### src/rtl/spi_register_bridge.sv
// SPI word to register-bus bridge: decodes frames, runs req/ack, builds MISO reply.
// Optional ack timeout enabled by defining SPI_REG_BRIDGE_TIMEOUT_EN.
module spi_register_bridge #(
  parameter int ADDR_W  = 7,
  parameter int DATA_W  = 24,
  parameter int WIDTH   = 1 + ADDR_W + DATA_W,
  parameter int CNT_W   = 8,
  parameter int TIMEOUT = 255
) (
  input  logic              system_clk,
  input  logic              system_rst,
  input  logic [WIDTH-1:0]  value_mosi,
  input  logic              value_valid,
  input  logic              cs_start,
  input  logic              cs_stop,
  output logic [WIDTH-1:0]  value_miso,
  output logic              bus_req,
  output logic              bus_we,
  output logic [ADDR_W-1:0] bus_addr,
  output logic [DATA_W-1:0] bus_wdata,
  input  logic              bus_ack,
  input  logic [DATA_W-1:0] bus_rdata,
  output logic              busy,
  output logic [CNT_W-1:0]  overrun_count,
  output logic [CNT_W-1:0]  frame_error_count
);

  localparam logic [1:0] S_IDLE = 2'd0;
  localparam logic [1:0] S_REQ  = 2'd1;
  localparam logic [1:0] S_DONE = 2'd2;

  logic [1:0]        r_state;
  logic              r_req;
  logic              r_we;
  logic [ADDR_W-1:0] r_addr;
  logic [DATA_W-1:0] r_wdata;
  logic              r_rsp_ok;
  logic [DATA_W-1:0] r_rsp_data;
  logic              r_pend;
  logic [WIDTH-1:0]  r_miso;
  logic [CNT_W-1:0]  r_ovr;
  logic [CNT_W-1:0]  r_ferr;
  logic [WIDTH-1:0]  w_rsp;

`ifdef SPI_REG_BRIDGE_TIMEOUT_EN
  localparam int TMO_W = $clog2(TIMEOUT + 1);
  logic [TMO_W-1:0] r_tmo;
`else
  localparam int unused_timeout = TIMEOUT;
`endif

  assign w_rsp = {r_rsp_ok, r_addr, r_rsp_data};

  always_ff @(posedge system_clk) begin
    if (system_rst) begin
      r_state    <= S_IDLE;
      r_req      <= 1'b0;
      r_we       <= 1'b0;
      r_addr     <= '0;
      r_wdata    <= '0;
      r_rsp_ok   <= 1'b0;
      r_rsp_data <= '0;
      r_pend     <= 1'b0;
      r_miso     <= '0;
`ifdef SPI_REG_BRIDGE_TIMEOUT_EN
      r_tmo      <= '0;
`endif
    end else begin
      // Deferred reply: slave loaded MISO in the DONE cycle
      if (r_pend) begin
        r_miso <= w_rsp;
        r_pend <= 1'b0;
      end
      unique case (r_state)
        S_IDLE: begin
          if (value_valid) begin
            r_we    <= value_mosi[WIDTH-1];
            r_addr  <= value_mosi[DATA_W +: ADDR_W];
            r_wdata <= value_mosi[DATA_W-1:0];
            r_req   <= 1'b1;
            r_state <= S_REQ;
`ifdef SPI_REG_BRIDGE_TIMEOUT_EN
            r_tmo   <= '0;
`endif
          end
        end
        S_REQ: begin
          if (bus_ack) begin
            r_req      <= 1'b0;
            r_rsp_ok   <= 1'b1;
            r_rsp_data <= r_we ? r_wdata : bus_rdata;
            r_state    <= S_DONE;
          end
`ifdef SPI_REG_BRIDGE_TIMEOUT_EN
          else if (r_tmo == TMO_W'(TIMEOUT - 1)) begin
            r_req      <= 1'b0;
            r_rsp_ok   <= 1'b0;
            r_rsp_data <= '0;
            r_state    <= S_DONE;
          end else begin
            r_tmo <= r_tmo + 1'b1;
          end
`endif
        end
        S_DONE: begin
          if (cs_start) r_pend <= 1'b1;
          else          r_miso <= w_rsp;
          r_state <= S_IDLE;
        end
        default: r_state <= S_IDLE;
      endcase
    end
  end

  always_ff @(posedge system_clk) begin
    if (system_rst) begin
      r_ovr  <= '0;
      r_ferr <= '0;
    end else begin
      if (value_valid && (r_state != S_IDLE) && (r_ovr != '1))
        r_ovr <= r_ovr + 1'b1;
      if (cs_stop && !value_valid && (r_ferr != '1))
        r_ferr <= r_ferr + 1'b1;
    end
  end

  assign value_miso        = r_miso;
  assign bus_req           = r_req;
  assign bus_we            = r_we;
  assign bus_addr          = r_addr;
  assign bus_wdata         = r_wdata;
  assign busy              = (r_state != S_IDLE);
  assign overrun_count     = r_ovr;
  assign frame_error_count = r_ferr;

endmodule

### config.mk
export PLATFORM = sky130hd
export DESIGN_NAME = spi_register_bridge
export DESIGN_NICKNAME = d
export VERILOG_FILES = /design/src/rtl/spi_register_bridge.sv
export SDC_FILE = /design/constraint.sdc
export NUM_CORES = 1
export LEC_CHECK = 0
export ABC_AREA = 1
export BUFFER_PORTS_ARGS = -buffer_cell sky130_fd_sc_hd__clkbuf_2
export CAP_MARGIN = 10
export CORE_UTILIZATION = 49
export CTS_BUF_LIST = sky130_fd_sc_hd__clkbuf_8
export DETAILED_ROUTE_END_ITERATION = 10
export PLACE_DENSITY = 0.88
export SYNTH_ARGS = -nofsm -noshare
export SYNTH_HDL_FRONTEND = slang
export SYNTH_SLANG_ARGS = --single-unit
### constraint.sdc
create_clock -name system_clk -period 1.4 [get_ports system_clk]
set_input_delay 0 -clock system_clk [delete_from_list [all_inputs] [get_ports system_clk]]
set_output_delay 0 -clock system_clk [all_outputs]
set_load 0.01 [all_outputs]
==> flow_summary.toml <==
[run_status]
outcome = "complete, no violations"

[setup_path]
end_kind = "flip-flop"
cp_slowest_cell = "dlygate4sd3_1"
rrSetupSlack_ns = 0.09
critPathCapture = "r_pend$_SDFF_PP0_"
ff2ff_path_depth = 3
start_kind = "flip-flop"
cp.depth = 3
critPathLaunch = "r_state[1]$_SDFFE_PP0P_"
cpPeakStageDelay_ns = 0.58
cp_data_required_time_ns = 1.70
r2r-start = "r_state[1]$_SDFFE_PP0P_"
criticalPathCategory = "flip-flop to flip-flop"
cp_top_family = "buffers and inverters"
cp_max_fo = 4
path_buf_inv = 2
cp_cell_sequence = "inv_2, nor4_1, dlygate4sd3_1"
r2r-end = "r_pend$_SDFF_PP0_"
crit_arrival_ns = 1.61

[final_layout]
drive_gt1_share_pct = 24.71
antenna_cells = 0
nets = 828
final_common_cell = "clkbuf_2"
final_cell_mix = "143 x clkbuf_2, 107 x nor2_1, 107 x dfxtp_1"
final_cells = 877
syn2layout_area_growth_pct = 30.96

[floorplan]
io_pins = 144
die_area_mm2 = 0.009450
die_h_um = 97.21
initial_utilization_pct = 50.69
die_x_um = 97.21
placementRows = 34
coreArea_mm2 = 0.008763

[job]
max-cap-violations = 0

[clock_network]
clk_pin_slew_ns = 0.11
cts_setup_buffers = 0
htreeDepth = 3
cts-buffers-inserted = 9
cts_buffer_depth = 2
cts_root_buf = "clkbuf_8"
cts_tree = "built"
clock_sinks = 109
clk-insertion-delay-late_ns = 0.36

[timing]
period_share_pct = 93.75
setup_viol = 0
rsz0062_at_grt = "false"
fin_crit_ns = 1.313
fin_skew_ns = 0.01425
final-hold-violation-count = 0
hold_slack_ns = 0.02888
fmax_ghz = 0.7619
maxSlewHeadroom_pct = 75.03
worst_slew_pin_slew_ns = 0.3746
slew_viol_final = 0

[grt]
grt_overflow = 0
grt_pass1_wl_um = 19360
antenna_found_initial = 0
grtUsageTotal_pct = 24.79
grt_start_max_net_pins = 104
grt_pass1_vias = 4227

[synthesis]
synth_top_area_share_pct = 49.13
synth_top_area_cell = "dfxtp_1"
ys_seq_area_share_pct = 49.13
syn_area_mm2 = 0.004442
ys_types = 23
yosysWarnings = 0
synth_top_flop_cell = "dfxtp_1"
synth-edff-count = 0
syn_nets = 665
avgSynthCellArea_um2 = 7.391
async_flop_share_pct = 0
synth_seq_cells = 109
syn_inst = 601
synth_area_leaders = "dfxtp_1 49%, o21ai_0 11%, nor2_1 9.3%, a21oi_1 7.0%, inv_1 5.6%"

[place]
numPortBuffers = 143
dp_hpwl_um = 7392
dp_cells = 825
place_congestion = 0.8293

[pwr]
p_leak_nw = 2.718
powerDensity_mw_per_mm2 = 1082
ir_worst_vdd_mv = 0.7304

[routing]
ant_nets = 0
first_iter_violations = 257
route.detailed.drc = 0
wire_per_inst_um = 13.39
drtPass1Iterations = 4
routed_wirelength_um = 11740
vias_per_cell = 5.129
vias = 4498

[min_path]
hold_class = "primary input to flip-flop"
cell usage after synthesis, types with 2 or more instances:
cell type	instances
o21ai_1	18
nor2_4	3
nand3b_1	2
nand3_1	18
clkbuf_1	7
buf_6	6
nand2_2	4
o21ai_0	97
buf_4	7
inv_2	6
a21oi_1	62
nand2_1	63
nor2_1	110
clkbuf_2	4
nand3_2	2
dfxtp_1	109
ha_1	2
inv_1	66
buf_2	11
worst register-to-register path, cell delays in order (launching register included):
cell,delay (ns)
dfxtp_1,0.39
inv_2,0.08
nor4_1,0.21
dlygate4sd3_1,0.58
state kept, by name, summed over array words and instances (netlist names):
signal / cells
r_rsp_ok: 1
bus_addr: 7
r_pend: 1
bus_req: 1
bus_we: 1
r_state: 2
r_rsp_data: 24
value_miso: 32
overrun_count: 8
bus_wdata: 24
frame_error_count: 8
stage by stage:
step | setup TNS [ns] | area (um2) | util, % | setup slack, ns | total power [W]
2_1_floorplan | 0 | 4442 | - | 0.1106 | 0.003924
3_3_place_gp | 0 | 5206 | 59.41 | 0.07681 | 0.004213
3_5_place_dp | -0.1245 | 5206 | 59.41 | -0.04105 | 0.004253
4_1_cts | 0 | 5784 | 66.01 | 0.03418 | 0.006300
5_1_grt | 0 | 5817 | 66.38 | 0.01638 | 0.006583
6_report | 0 | 5817 | 66.38 | 0.08746 | 0.006293
report_power, final:
part / total [W] / internal, W / switching, W
clock network: 0.00200 / 0.000869 / 0.00113
registers: 0.00339 / 0.00327 / 0.000114
logic: 0.000902 / 0.000385 / 0.000517
total: 0.00629 / 0.00453 / 0.00177
final cells by class:
class	count	area, um2
fill	685	2947
sequential	109	2185
multi-input combinational	384	1794
timing repair buffer	187	1211
inverter	73	279.0
tap	108	135.1
clock buffer	9	123.9
clock inverter	7	88.84
routing by layer:
layer  wire length (um)  part of all wire [%]  track usage [%]
met1               5188                    44            31.05
met2               5721                    49            43.72
met3                684                   5.8            4.029
met4                145                   1.2            7.466
met5                  0                     0                0
cell families after synthesis:
logic type                 after synthesis  share of synthesized area (%)
DFF                                    109                          49.13
and+or+nand+nor                        205                          19.16
buffers and inverters                  108                          11.21
AOI/OAI and AO/OA                      177                          19.94
adders and majority gates                2                         0.5633
how the worst min path moves through the flow:
stage                               from                     endpoint  slack, ns  cells past startpoint
after floorplan            value_mosi[0]    bus_wdata[0]$_SDFFE_PP0P_       0.13                      2
after global placement     value_mosi[8]    bus_wdata[8]$_SDFFE_PP0P_       0.22                      3
after detailed placement  value_mosi[28]     bus_addr[4]$_SDFFE_PP0P_       0.23                      3
after CTS                  bus_rdata[22]  r_rsp_data[22]$_SDFFE_PP0P_       0.02                      5
after global routing       bus_rdata[21]  r_rsp_data[21]$_SDFFE_PP0P_       0.07                      5
final                      bus_rdata[22]  r_rsp_data[22]$_SDFFE_PP0P_       0.03                      5
what timing repair did:
| item | 4_1_cts | 5_1_grt |
|---|---|---|
| setup endpoints to repair | 7 | 14 |
| endpoints found under the hold margin | 39 | 0 |
| resized for setup | 1 | 10 |
| pin swaps | 0 | 0 |
| hold buffers | 36 | 0 |
(Power assumes the default switching activity.)
